`src/rtl/router_input_port.sv`:
```
// Deframes one serial router lane (address, pad, payload) into bytes buffered in a FIFO on a valid/ready stream.
// Optional `ROUTER_IN_STATS_EN adds saturating pkt_count/err_count outputs.
module router_input_port #(
  parameter int FIFO_DEPTH  = 16,
  parameter int PAD_CYCLES  = 5,
  parameter int BUSY_THRESH = 4
) (
  input  logic        clk,
  input  logic        reset_n,
  input  logic        frame_n,
  input  logic        valid_n,
  input  logic        din,
  output logic        busy_n,
  output logic        pkt_valid,
  input  logic        pkt_ready,
  output logic [7:0]  pkt_data,
  output logic [3:0]  pkt_dst,
  output logic        pkt_sop,
  output logic        pkt_eop,
`ifdef ROUTER_IN_STATS_EN
  output logic [15:0] pkt_count,
  output logic [15:0] err_count,
`endif
  output logic        err_pulse
);

  localparam int AW = $clog2(FIFO_DEPTH);
  localparam int CW = AW + 1;
  localparam int PW = (PAD_CYCLES < 2) ? 1 : $clog2(PAD_CYCLES);

  typedef enum logic [2:0] {S_IDLE, S_ADDR, S_PAD, S_DATA, S_DROP} state_t;

  typedef struct packed {
    logic [7:0] data;
    logic [3:0] dst;
    logic       sop;
    logic       eop;
  } entry_t;

  state_t          state_q, state_d;
  logic [3:0]      addr_q, addr_d;
  logic [1:0]      abit_q, abit_d;
  logic [PW-1:0]   pad_q, pad_d;
  logic [7:0]      byte_q, byte_d, byte_nx;
  logic [2:0]      bcnt_q, bcnt_d;
  logic            first_q, first_d;
  logic            push_q, push_d;
  entry_t          push_ent_q, push_ent_d;
  logic            push_err_q, push_err_d;
  logic [AW-1:0]   wr_q, wr_d, rd_q, rd_d;
  logic [CW-1:0]   count_q, count_d;
  logic            busy_q, busy_d;
  logic            err_q, err_d;
  logic            fsm_err, full, pop, wr_en, ovf;
  entry_t          mem [FIFO_DEPTH];
  entry_t          head;

  // Valid/ready: an entry transfers on every rising edge where pkt_valid && pkt_ready;
  // while pkt_valid is high and pkt_ready low, the head entry is held unchanged.
  assign full      = (count_q == CW'(FIFO_DEPTH));
  assign pkt_valid = (count_q != '0);
  assign pop       = pkt_valid && pkt_ready;
  assign wr_en     = push_q && (!full || pop);
  assign ovf       = push_q && full && !pop;

  always_comb begin
    state_d    = state_q;
    addr_d     = addr_q;
    abit_d     = abit_q;
    pad_d      = pad_q;
    byte_d     = byte_q;
    bcnt_d     = bcnt_q;
    first_d    = first_q;
    push_d     = 1'b0;
    push_ent_d = push_ent_q;
    push_err_d = push_err_q;
    fsm_err    = 1'b0;
    byte_nx    = byte_q;
    byte_nx[bcnt_q] = din;
    case (state_q)
      S_IDLE: begin
        if (!frame_n) begin
          addr_d  = {3'b000, din};
          abit_d  = 2'd1;
          first_d = 1'b1;
          byte_d  = '0;
          bcnt_d  = '0;
          if (!busy_q) begin
            fsm_err = 1'b1;
            state_d = S_DROP;
          end else begin
            state_d = S_ADDR;
          end
        end
      end
      S_ADDR: begin
        if (frame_n) begin
          fsm_err = 1'b1;
          state_d = S_IDLE;
        end else begin
          addr_d[abit_q] = din;
          abit_d = abit_q + 2'd1;
          if (abit_q == 2'd3) begin
            pad_d   = '0;
            state_d = (PAD_CYCLES == 0) ? S_DATA : S_PAD;
          end
        end
      end
      S_PAD: begin
        if (frame_n) begin
          fsm_err = 1'b1;
          state_d = S_IDLE;
        end else if (!valid_n) begin
          fsm_err = 1'b1;
          state_d = S_DROP;
        end else if (pad_q == PW'(PAD_CYCLES - 1)) begin
          state_d = S_DATA;
        end else begin
          pad_d = pad_q + PW'(1);
        end
      end
      S_DATA: begin
        if (!valid_n) begin
          if (frame_n || bcnt_q == 3'd7) begin
            // Byte staged here; the FIFO write happens on the following edge.
            push_d     = 1'b1;
            push_ent_d = {byte_nx, addr_q, first_q, frame_n};
            push_err_d = frame_n && (bcnt_q != 3'd7);
            first_d    = 1'b0;
            byte_d     = '0;
            bcnt_d     = '0;
            if (frame_n) begin
              fsm_err = (bcnt_q != 3'd7);
              state_d = S_IDLE;
            end
          end else begin
            byte_d = byte_nx;
            bcnt_d = bcnt_q + 3'd1;
          end
        end else if (frame_n) begin
          fsm_err = 1'b1;
          state_d = S_IDLE;
        end
      end
      S_DROP: begin
        if (frame_n) state_d = S_IDLE;
      end
      default: state_d = S_IDLE;
    endcase
    if (ovf) state_d = S_DROP;
  end

  always_comb begin
    wr_d    = wr_en ? wr_q + AW'(1) : wr_q;
    rd_d    = pop ? rd_q + AW'(1) : rd_q;
    count_d = count_q;
    case ({wr_en, pop})
      2'b10:   count_d = count_q + CW'(1);
      2'b01:   count_d = count_q - CW'(1);
      default: count_d = count_q;
    endcase
    busy_d = (FIFO_DEPTH - int'(count_d)) >= BUSY_THRESH;
    // An overflow on a byte that already flagged a partial-byte error stays a single event.
    err_d  = fsm_err || (ovf && !push_err_q);
  end

  always_ff @(posedge clk or negedge reset_n) begin
    if (!reset_n) begin
      state_q    <= S_IDLE;
      addr_q     <= '0;
      abit_q     <= '0;
      pad_q      <= '0;
      byte_q     <= '0;
      bcnt_q     <= '0;
      first_q    <= 1'b0;
      push_q     <= 1'b0;
      push_ent_q <= '0;
      push_err_q <= 1'b0;
      wr_q       <= '0;
      rd_q       <= '0;
      count_q    <= '0;
      busy_q     <= 1'b1;
      err_q      <= 1'b0;
    end else begin
      state_q    <= state_d;
      addr_q     <= addr_d;
      abit_q     <= abit_d;
      pad_q      <= pad_d;
      byte_q     <= byte_d;
      bcnt_q     <= bcnt_d;
      first_q    <= first_d;
      push_q     <= push_d;
      push_ent_q <= push_ent_d;
      push_err_q <= push_err_d;
      wr_q       <= wr_d;
      rd_q       <= rd_d;
      count_q    <= count_d;
      busy_q     <= busy_d;
      err_q      <= err_d;
    end
  end

  always_ff @(posedge clk) begin
    if (wr_en) mem[wr_q] <= push_ent_q;
  end

  // Gating with pkt_valid keeps the stream fields at zero after reset and when empty.
  assign head      = mem[rd_q];
  assign pkt_data  = pkt_valid ? head.data : '0;
  assign pkt_dst   = pkt_valid ? head.dst  : '0;
  assign pkt_sop   = pkt_valid ? head.sop  : 1'b0;
  assign pkt_eop   = pkt_valid ? head.eop  : 1'b0;
  assign busy_n    = busy_q;
  assign err_pulse = err_q;

`ifdef ROUTER_IN_STATS_EN
  logic [15:0] pkt_cnt_q, pkt_cnt_d, err_cnt_q, err_cnt_d;

  always_comb begin
    pkt_cnt_d = pkt_cnt_q;
    err_cnt_d = err_cnt_q;
    if (wr_en && push_ent_q.eop && pkt_cnt_q != 16'hFFFF) pkt_cnt_d = pkt_cnt_q + 16'd1;
    if (err_q && err_cnt_q != 16'hFFFF) err_cnt_d = err_cnt_q + 16'd1;
  end

  always_ff @(posedge clk or negedge reset_n) begin
    if (!reset_n) begin
      pkt_cnt_q <= '0;
      err_cnt_q <= '0;
    end else begin
      pkt_cnt_q <= pkt_cnt_d;
      err_cnt_q <= err_cnt_d;
    end
  end

  assign pkt_count = pkt_cnt_q;
  assign err_count = err_cnt_q;
`endif

endmodule

```
`config.mk`:
```
export PLATFORM = sky130hd
export DESIGN_NAME = router_input_port
export DESIGN_NICKNAME = d
export VERILOG_FILES = /design/src/rtl/router_input_port.sv
export SDC_FILE = /design/constraint.sdc
export NUM_CORES = 1
export LEC_CHECK = 0
export BUFFER_PORTS_ARGS = -buffer_cell sky130_fd_sc_hd__buf_2
export CAP_MARGIN = 20
export CORE_ASPECT_RATIO = 1.1
export CORE_UTILIZATION = 30
export DETAILED_ROUTE_END_ITERATION = 12
export PLACE_DENSITY_LB_ADDON = 0.2
export SETUP_SLACK_MARGIN = 0.3
export SYNTH_ARGS = -nofsm -noshare
export SYNTH_HDL_FRONTEND = slang
export SYNTH_SLANG_ARGS = --single-unit
```
`constraint.sdc`:
```
create_clock -name clk -period 3.9 [get_ports clk]
set_input_delay 0.39 -clock clk [delete_from_list [all_inputs] [get_ports clk]]
set_output_delay 0.39 -clock clk [all_outputs]
set_load 0.05 [all_outputs]
```
==> results of run 1 <==
synthesized netlist by cell type (all sizes together), types with 3 or more instances:
cell type	number	area (um2)
mux2	8	90.1
xor2	5	43.8
clkbuf	22	82.6
edfxtp	224	6730
inv	16	60.1
nor3b	5	37.5
a22o	3	26.3
o31ai	3	22.5
xnor2	7	61.3
nor4	3	18.8
mux2i	12	120
mux4	70	1590
ha	16	200
a21o	3	22.5
nand3	6	30.0
nor2	17	63.8
nor3	5	25.0
nand3b	4	30.0
nor2b	17	106
and3	5	31.3
buf	14	113
nand2	33	124
dfrtp	54	1350
o21ai	32	160
and2	10	62.6
a21oi	5	25.0
kinds of logic after synthesis:
logic type / after synthesis
simple gates: 116
flops: 279
fa+ha+maj: 16
mux: 90
compound gates: 58
xor+xnor: 12
buf+inv: 52
placed cells by master (no fill, tap or decap), types with 6 or more instances in the layout:
cell,netlist,layout
and2_1,10,10
buf_2,7,22
buf_4,0,21
clkbuf_1,22,9
clkbuf_16,0,31
clkinv_2,0,7
dfrtp_1,54,52
edfxtp_1,224,224
ha_1,16,16
inv_1,14,14
mux2_1,6,6
mux2i_1,12,12
mux4_2,67,67
nand2_1,33,33
nand3_1,6,6
nor2_1,17,17
nor2b_1,17,17
o21ai_1,27,27
xnor2_1,7,7
sequential cells by signal, indices dropped and copies added (netlist names):
register	count
push_q	1
push_ent_q	14
count_q	5
err_pulse	1
byte_q	8
pad_q	3
first_q	1
abit_q	2
wr_q	4
push_err_q	1
busy_n	1
addr_q	4
mem	224
state_q	3
rd_q	4
bcnt_q	3
power by group:
| part | leakage [nW] | internal (mW) | switching, mW |
|---|---|---|---|
| Clock | 0.475 | 1.65 | 1.12 |
| Sequential | 2.71 | 3.43 | 0.418 |
| Combinational | 1.29 | 0.987 | 1.23 |
| Total | 4.48 | 6.07 | 2.76 |
per-stage QoR:
step / util [%] / cells / setup slack [ns] / hold slack (ns)
after floorplan: - / 623 / 1.00 / 0.0944
after global placement: 32.6 / 1126 / 0.919 / 0.465
after detailed placement: 32.6 / 1126 / 0.886 / 0.473
after CTS: 35.3 / 1184 / 0.523 / 0.0216
after global routing: 35.4 / 1186 / 0.424 / 0.248
final: 35.4 / 1186 / 0.605 / 0.223
worst reg2reg max path: stages, from the launching register on:
cell and delay (ns):
dfrtp_1 0.47, nor4_1 0.36, nand3b_1 0.18, and2_1 0.30, inv_2 0.13, ha_1 0.33
xor2_1 0.19, ha_1 0.24, mux2_2 0.27, or2_2 0.29, a31oi_1 0.18
cell type report:
type / instances / area (um2)
clock buffer: 40 / 810
clock inverter: 17 / 160
fill: 3473 / 24100
inverter: 16 / 60.1
multi-input combinational: 292 / 3080
sequential: 279 / 8110
tap: 494 / 618
timing repair buffer: 48 / 358
timing repair:
action / in CTS / in global routing
hold buffers: 0 / 1
gates resized for setup: 0 / 0
hold endpoints to repair: 0 / 10
endpoints found under the setup margin: 1 / 0
buffers inserted: 1 / 0
metal layers:
layer | global-route usage, % | vias to the layer above | wire length (um) | part of all wire (%)
met2 | 23.4 | 98 | 12700 | 51
li1 | - | 2542 | - | -
met3 | 1.66 | 35 | 851 | 3.4
met1 | 16.7 | 3017 | 10900 | 44
met4 | 4.09 | 0 | 510 | 2.0
met5 | 0 | - | 0 | 0
worst min-delay path by stage:
stage | start | end | slack, ns | cells after the start
final | valid_n | state_q[1]$_DFFE_PN0P_ | 0.22 | 3
after global routing | valid_n | state_q[1]$_DFFE_PN0P_ | 0.25 | 3
after CTS | reset_n | pad_q[0]$_DFFE_PN0P_ | 0.02 | 1
after detailed placement | first_q$_DFFE_PN0P_ | push_ent_q[1]$_DFFE_PN0P_ | 0.47 | 1
after global placement | pad_q[2]$_DFFE_PN0P_ | pad_q[2]$_DFFE_PN0P_ | 0.46 | 1
after floorplan | reset_n | abit_q[0]$_DFFE_PN0P_ | 0.09 | 0
==> key figures, run 1 <==
Floorplanning
  • Initial Util: 30.6%
  • Die Span Y: 207 um
  • Row count: 74
  • Ports: 23
  • Die width: 188 um
  • Placeable core area: 37300 um2
  • Area of the die: around 39000 um2

GRT
  • Largest net degree at the start of global routing: 42
  • All-Layer GR Usage: 13.2%
  • First-pass GRT wire length: 37800 um
  • Grt total ovfl: 0
  • Initial antenna violation count: 0
  • Vias in the first global route: roughly 6.1k

Logic synthesis
  • EDFF count, synth: 224
  • Yosys warns: 0
  • Mux cell area share after synthesis: around 16%
  • Post-synthesis simple-gate area fraction: 5.28%
  • #FFs+latches synth: 279
  • Syn_area_per_cell: between 15 and 20 um2
  • Syn nets: between 600 and 700
  • Synthesized area: 11400 um2
  • Seq/Total Area, Yosys: 71.0%
  • Cells after Synth: 623
  • Cell variety after synth: 53
  • Area fraction in compound gates after synthesis: just over 3%
  • Post-synthesis xor/xnor area fraction: 0.920%
  • Post-synthesis adder-cell area fraction: 1.75%
  • Synth Flop Type: edfxtp_1
  • Largest family of logic cells by synthesized area: multiplexers
  • Async SR Flop Fraction: 19.7%

Setup path
  • Largest delay share family, worst path: multiplexers
  • Setup crit start kind: register
  • Reg2Reg Depth: 10
  • Cell Chain, Critical Path: buf_4 > mux4_1 > mux4_2 > nor2b_1 > buf_2
  • Crit-path slowest cell: dfrtp_4
  • CP endpoint: pkt_data[1]
  • Critical Path Start: rd_q[0]$_DFFE_PN0P_
  • Critical path capture point type: output pin
  • Critical Path AT: 2.91 ns
  • Reg2reg end: busy_n$_DFF_PN1_
  • Worst Path Required: ~3.5 ns
  • Max Fanout on Critical Path: 15
  • WP buf/inv: 2
  • R2R setup slack: 0.88 ns
  • Worst reg2reg path startpoint: count_q[1]$_DFF_PN0_
  • Crit Path Class: reg -> out
  • Max stage delay on crit path: 0.64 ns
  • Stages on worst setup path: 5

Clock tree
  • CTS tree: built
  • Clock slew at reported path FFs: around 0.060 ns
  • Clk sinks: 279
  • CTS root buf: clkbuf_16
  • CTS buffer count: 31
  • Clk Latency, worst-skew pair: 0.56 ns
  • Clock Tree Buf Depth: 3
  • Htree depth: 1

STA
  • Fin. Hold Viols: 0
  • Tightest Pin Transition: approximately 1.1 ns
  • Setup repair after global routing missed its margin: no
  • Min Tclk post-route: roughly 3.3 ns
  • Highest clock rate: 303 MHz
  • Max transition margin: ~30%
  • Clock Skews: 0.0248 ns
  • Setup violations, final: 0
  • Fin crit share: a little over four fifths
  • Slew Limit Fails: 0
  • Setup TNS Final: 0 ns

Finish
  • # nets final: 690
  • Final non-filler cell area: between 10000 and 15000 um2
  • Antenna diode count: 0
  • Synth-to-Final Area Change: 15.5%
  • Share of cells above drive strength 1: 24.4%

Routing
  • Drt drc: 0
  • Drt pass-1 iters: 4
  • ANT nets after route: 0
  • Total number of vias: 5692
  • Post-DR vias/cell: 4.80
  • Wire per inst: 21.1 um
  • DR iter-0 viols: 430
  • Final wirelength: approximately 25000 um

Placement
  • Area post-placement: approximately 12000 um2
  • Routability cong.: 0.704
  • Dpl hpwl: approximately 14000 um
  • Count of input and output buffers: 22

Min path
  • Worst min-delay path category: in -> reg

Pwr
  • Worst VDD drop: 416 uV
  • Power Density: 669 nW/um2
  • Pleak: 4.48 nW
  • Power Total: between 8 and 9 mW

Status
  • Outcome: finished, final reports clean

Job
  • Maxcap violations: 0
Note: power is estimated with default switching activity, not from simulation.
==> inputs of run 2 (changes only) <==
==> constraint.sdc (replaced) <==
create_clock -name clk -period 2.9 [get_ports clk]
set_input_delay 0.29 -clock clk [delete_from_list [all_inputs] [get_ports clk]]
set_output_delay 0.29 -clock clk [all_outputs]
set_load 0.05 [all_outputs]
==> key figures, run 2 (same netlist as run 1, synthesis figures left out) <==
Status
  • Outcome: finished with violations
  • Violated checks: setup timing

GRT
  • First-pass GRT wire length: 38100 um (+0.67%)
  • Largest net degree at the start of global routing: 34 (-19%)
  • Initial antenna violation count: 0 (unchanged)
  • Grt total ovfl: 0 (unchanged)
  • Vias in the first global route: 6150 (+1.1%)
  • All-Layer GR Usage: 13.1% (-0.034 points)

Min path
  • Worst min-delay path category: in -> reg

Routing
  • Post-DR vias/cell: 4.77 (-0.69%)
  • Routed met3 length: 1110 um (+30%)
  • Wire per inst: 21.2 um (+0.55%)
  • Met2 WL: 13100 um (+3.5%)
  • Drt pass-1 iters: 4 (unchanged)
  • DR iter-0 viols: 371 (-14%)
  • Final wirelength: 25700 um (+3.0%)
  • Top Layer Used: met4
  • ANT nets after route: 0 (unchanged)
  • Total number of vias: 5791 (+1.7%)
  • Met1 WL: 11000 um (+0.97%)
  • Drt drc: 0 (unchanged)

Clock tree
  • Clock slew at reported path FFs: 0.06 ns (about the same)
  • Clk Latency, worst-skew pair: 0.53 ns (-0.03 ns)
  • Htree depth: 1 (unchanged)
  • CTS tree: built
  • Clock Tree Buf Depth: 3 (unchanged)
  • Clk sinks: 279 (unchanged)
  • CTS root buf: clkbuf_16
  • CTS buffer count: 30 (-3.2%)

Floorplanning
  • Ports: 23 (unchanged)
  • Die Span Y: 207 um (unchanged)
  • Die width: 188 um (unchanged)
  • Area of the die: 38900 um2 (unchanged)
  • Initial Util: 30.6% (unchanged)
  • Placeable core area: 37300 um2 (unchanged)
  • Row count: 74 (unchanged)

STA
  • Final Worst Setup Slack: -0.0362 ns (-0.641 ns)
  • Setup TNS Final: -0.230 ns (-0.230 ns)
  • Max transition margin: 37.6% (+8.0 points)
  • Fin. Hold Viols: 0 (unchanged)
  • Highest clock rate: 341 MHz
  • Slew Limit Fails: 0 (unchanged)
  • Fin crit share: 101%
  • Setup repair after global routing missed its margin: yes
  • Final Hold Slack: 0.131 ns (-0.0916 ns)
  • Min Tclk post-route: just under 3 ns
  • Clock Skews: 0.0101 ns (-0.0147 ns)
  • Setup violations, final: 12 (+12)
  • Tightest Pin Transition: 0.936 ns (-0.121 ns)

Pwr
  • Worst VDD drop: 593 uV (+42%)
  • Gate power share: 31.9% (+6.8 points)
  • Clock Power Share: 29.8% (-1.5 points)
  • P_int: 9.12 mW (+50%)
  • Power Density: 947 nW/um2 (+41%)
  • Pleak: 4.78 nW (+6.8%)
  • Power Total: 13.1 mW (+48%)
  • Flop pwr share: 38.3% (-5.3 points)
  • Switching part of the total: 30.4% (-0.88 points)
  • Net Sw Power: 3.98 mW (+44%)

Finish
  • Synth-to-Final Area Change: 21.1%
  • Final non-filler cell area: 13800 um2 (+4.8%)
  • Most common cell after layout, fill and taps aside: edfxtp_1
  • Share of cells above drive strength 1: 30.5% (+6.1 points)
  • Top flop regs: mem (224), push_ent_q (14), byte_q (8)
  • Layout Cells excl Fill: 1215 (+2.4%)
  • Most frequent cells in the layout: edfxtp_1, mux4_2, dfrtp_1, buf_4, clkbuf_16
  • # nets final: 720 (+4.3%)
  • Reg with most FFs: mem
  • Max reg flops: 224 (unchanged)
  • Antenna diode count: 0 (unchanged)
  • Final Util: 37.1% (+1.7 points)

Placement
  • Routability cong.: 0.718 (+1.9%)
  • Dpl hpwl: 14900 um (+4.6%)
  • Post-Place Worst Slack: 0.241 ns (-0.645 ns)
  • Count of input and output buffers: 22 (unchanged)
  • Area post-placement: 12300 um2 (+0.64%)
  • Total placed cells including tap cells: 1130 (+0.36%)

Setup path
  • Max Fanout on Critical Path: 6 (-9)
  • Worst Path Required: 2.61 ns (-0.90 ns)
  • Crit Path Class: reg -> out
  • Setup crit start kind: register
  • Critical Path AT: 2.65 ns (-0.26 ns)
  • Critical path capture point type: output pin

Job
  • Maxcap violations: 0 (unchanged)
## run 2: changes by cell type in the layout (fill, tap and decap cells not counted), moves of 5 or more
cell	before	now
buf_4	21	37
clkbuf_1	9	4
clkbuf_16	31	36
clkbuf_8	0	5
buf_2	22	8
buf_6	0	21
## run 2: power groups by stage
stage,clock [mW],combinational [mW],sequential (mW)
6_report,3.90,4.18,5.02
5_1_grt,4.15,4.44,5.06
4_1_cts,4.01,3.71,5.02
3_5_place_dp,0,3.32,5.10
3_3_place_gp,0,3.26,5.07
2_1_floorplan,0,2.65,4.91
## run 2: worst paths after layout
check / cells after the start / slack, ns / start / endpoint
min: 3 / 0.13 / valid_n / state_q[1]$_DFFE_PN0P_
max reg2reg: 10 / 0.43 / count_q[3]$_DFF_PN0_ / busy_n$_DFF_PN1_
max: 6 / -0.04 / rd_q[0]$_DFFE_PN0P_ / pkt_data[7]
max in group asynchronous: 3 / 1.74 / reset_n / busy_n$_DFF_PN1_
min reg2reg: 1 / 0.48 / rd_q[3]$_DFFE_PN0P_ / rd_q[3]$_DFFE_PN0P_
min in group asynchronous: 2 / 0.37 / reset_n / byte_q[1]$_DFFE_PN0P_
## run 2: what timing repair did
action / 4_1_cts / 5_1_grt
buffers inserted: 2 / 19
cloned: 2 / 6
endpoints found under the setup margin: 15 / 17
hold endpoints to repair: 31 / 0
pin swaps: 0 / 7
gates resized for setup: 32 / 24
hold buffers: 1 / 0
## run 2: final cells by class
cell class,count,area [um2]
fill,3454,23500
sequential,279,8110
multi-input combinational,292,3160
clock buffer,40,860
timing repair buffer,79,845
tap,494,618
clock inverter,15,170
inverter,16,62.6
## run 2: per-layer routing
layer | vias to the layer above | track usage (%)
met3 | 32 | 1.57
met5 | - | 0
li1 | 2607 | -
met4 | 0 | 3.11
met1 | 3039 | 17.2
met2 | 113 | 23.2
## run 2: critical path, cell delays in order (launching register included)
cell     delay, ns
dfrtp_4       0.49
buf_6         0.15
buf_12        0.13
mux4_1        0.56
mux4_2        0.46
nor2b_1       0.16
buf_6         0.17
==> inputs of run 3 (changes only) <==
--- a/config.mk
+++ b/config.mk
@@ -11,7 +11,6 @@
 export CORE_UTILIZATION = 30
 export DETAILED_ROUTE_END_ITERATION = 12
 export PLACE_DENSITY_LB_ADDON = 0.2
-export SETUP_SLACK_MARGIN = 0.3
 export SYNTH_ARGS = -nofsm -noshare
 export SYNTH_HDL_FRONTEND = slang
 export SYNTH_SLANG_ARGS = --single-unit
==> key figures, run 3 (same netlist as run 1, synthesis figures left out) <==
Status
  • Outcome: finished with violations
  • Violated checks: setup timing

Finish
  • Final Util: 36.8% (-0.30 points)
  • Top flop regs: mem (224), push_ent_q (14), byte_q (8)
  • Most common cell after layout, fill and taps aside: edfxtp_1
  • Reg with most FFs: mem
  • # nets final: 709 (-1.5%)
  • Synth-to-Final Area Change: 20.1%
  • Layout Cells excl Fill: 1204 (-0.91%)
  • Max reg flops: 224 (unchanged)
  • Number of fill cells: 3420 (-0.98%)
  • Most frequent cells in the layout: edfxtp_1, mux4_2, dfrtp_1, nand2_1
  • Antenna diode count: 0 (unchanged)
  • Share of cells above drive strength 1: 28.6% (-1.9 points)

Setup path
  • Max Fanout on Critical Path: 4 (-2)
  • Max stage delay on crit path: 0.53 ns (-0.03 ns)
  • Cell Chain, Critical Path: buf_12 > buf_12 > buf_6 > mux4_2 > mux4_2 > nor2b_4 > buf_8
  • Reg2reg end: busy_n$_DFF_PN1_
  • Critical path capture point type: output pin
  • R2R setup slack: 0.15 ns (-0.28 ns)
  • Setup crit start kind: register
  • Critical Path AT: 2.72 ns (+0.07 ns)
  • Worst Path Required: 2.61 ns (about the same)
  • Reg2Reg Depth: 12 (+2)
  • Largest delay share family, worst path: multiplexers
  • Worst reg2reg path startpoint: count_q[0]$_DFF_PN0_
  • Crit-path slowest cell: mux4_2
  • Crit Path Class: reg -> out
  • WP buf/inv: 4 (+1)

STA
  • Setup repair after global routing missed its margin: yes
  • Min Tclk post-route: 3.01 ns (+0.0720 ns)
  • Tightest Pin Transition: 0.870 ns (-0.0654 ns)
  • Fin crit share: 104% (+2.5 points)
  • Setup violations, final: 10 (-2)
  • Slew Limit Fails: 0 (unchanged)
  • Highest clock rate: 332 MHz (-2.4%)
  • Max transition margin: 42.0% (+4.4 points)
  • Final Worst Setup Slack: -0.108 ns (-0.0720 ns)
  • Fin. Hold Viols: 0 (unchanged)
  • Clock Skews: 0.0177 ns (+0.00761 ns)

GRT
  • First-pass GRT wire length: 38500 um (+1.1%)
  • Grt total ovfl: 0 (unchanged)
  • Largest net degree at the start of global routing: 47 (+38%)
  • Initial antenna violation count: 0 (unchanged)
  • Vias in the first global route: 6178 (+0.46%)
  • All-Layer GR Usage: 13.3% (+0.19 points)

Routing
  • Drt drc: 0 (unchanged)
  • DR iter-0 viols: 451 (+22%)
  • Post-DR vias/cell: 4.70 (-1.5%)
  • Drt pass-1 iters: 4 (unchanged)
  • Wire per inst: 20.8 um (-1.7%)
  • Total number of vias: 5653 (-2.4%)
  • Final wirelength: 25100 um (-2.6%)
  • ANT nets after route: 0 (unchanged)

Pwr
  • Pleak: 4.75 nW (-0.71%)
  • Power Density: 950 nW/um2 (+0.31%)
  • Worst VDD drop: 719 uV (+21%)

Clock tree
  • Clock slew at reported path FFs: 0.06 ns (about the same)
  • CTS tree: built
  • Clk sinks: 279 (unchanged)
  • Clk Latency, worst-skew pair: 0.55 ns (+0.02 ns)
  • Htree depth: 1 (unchanged)
  • CTS root buf: clkbuf_16
  • CTS buffer count: 30 (unchanged)
  • Clock Tree Buf Depth: 3 (unchanged)

Min path
  • Worst hold start: valid_n
  • Hold depth: 3 (unchanged)
  • Worst min-delay path category: in -> reg
  • Hold Path Sink: state_q[1]$_DFFE_PN0P_

Placement
  • Routability cong.: 0.784 (+9.3%)
  • Dpl hpwl: 15100 um (+1.7%)
  • Total placed cells including tap cells: 1135 (+0.44%)
  • Count of input and output buffers: 22 (unchanged)

Floorplanning
  • Row count: 74 (unchanged)
  • Die Span Y: 207 um (unchanged)
  • Die width: 188 um (unchanged)
  • Ports: 23 (unchanged)
  • Initial Util: 30.6% (unchanged)
  • Placeable core area: 37300 um2 (unchanged)
  • Area of the die: 38900 um2 (unchanged)

Job
  • Maxcap violations: 0 (unchanged)
==> run 3: layout make-up <==
cell class | instances | area, um2 | share of cell area, %
repair buffers | 68 | 744 | 5.43
clock buffers | 31 | 776 | 5.65
well taps | 494 | 618 | 4.51
flip-flops and latches | 279 | 8110 | 59.1
multi-input cells | 292 | 3130 | 22.8
clock inverters | 24 | 278 | 2.02
inverters | 16 | 60.1 | 0.438
==> run 3: worst max-delay path by stage <==
stage          cells past startpoint  slack [ns]                to                 start
5_1_grt                            7       -0.17        pkt_dst[0]   rd_q[0]$_DFFE_PN0P_
6_report                           7       -0.11        pkt_dst[0]   rd_q[0]$_DFFE_PN0P_
4_1_cts                            7       -0.13        pkt_dst[0]   rd_q[0]$_DFFE_PN0P_
3_5_place_dp                      12        0.07  busy_n$_DFF_PN1_  count_q[0]$_DFF_PN0_
3_3_place_gp                      10        0.19  busy_n$_DFF_PN1_  count_q[0]$_DFF_PN0_
2_1_floorplan                     13      0.0002  busy_n$_DFF_PN1_  count_q[1]$_DFF_PN0_
==> run 3: what timing repair did <==
item,CTS,global route
setup endpoints to repair,14,16
cloned,4,0
hold buffers,1,0
setup buffers,10,0
hold endpoints to repair,9,0
resized for setup,50,5
==> run 3: where the power goes <==
group	internal (mW)	switching [mW]	total (mW)	leakage, nW
Sequential	4.62	0.426	5.05	2.71
Combinational	1.97	1.99	3.96	1.52
Clock	2.47	1.55	4.02	0.520
==> run 3: per-stage QoR <==
stage               instance area (um2)  power (mW)  setup slack, ns  hold slack (ns)  setup TNS (ns)
floorplan                         11400        7.52         0.000249         -0.00559               0
global placement                  12300        8.29            0.189            0.155               0
detailed placement                12300        8.38           0.0694            0.165               0
CTS                               13700        13.2           -0.130           0.0959           -1.02
global route                      13700        13.6           -0.166            0.112           -1.71
finish                            13700        13.0           -0.108            0.118          -0.590
==> run 3: tightest hold or removal path: stages <==
cell       delay (ns)
buf_2            0.12
nand2_1          0.10
a2111oi_0        0.10
==> run 3: metal layers <==
metal | part of all wire, % | wire (um) | vias to the layer above | GRT usage (%)
met5 | 0 | 0 | - | 0
met1 | 43 | 10700 | 2935 | 16.9
li1 | - | - | 2586 | -
met3 | 3.9 | 973 | 32 | 1.79
met4 | 1.6 | 391 | 0 | 3.05
met2 | 52 | 13000 | 100 | 24.1
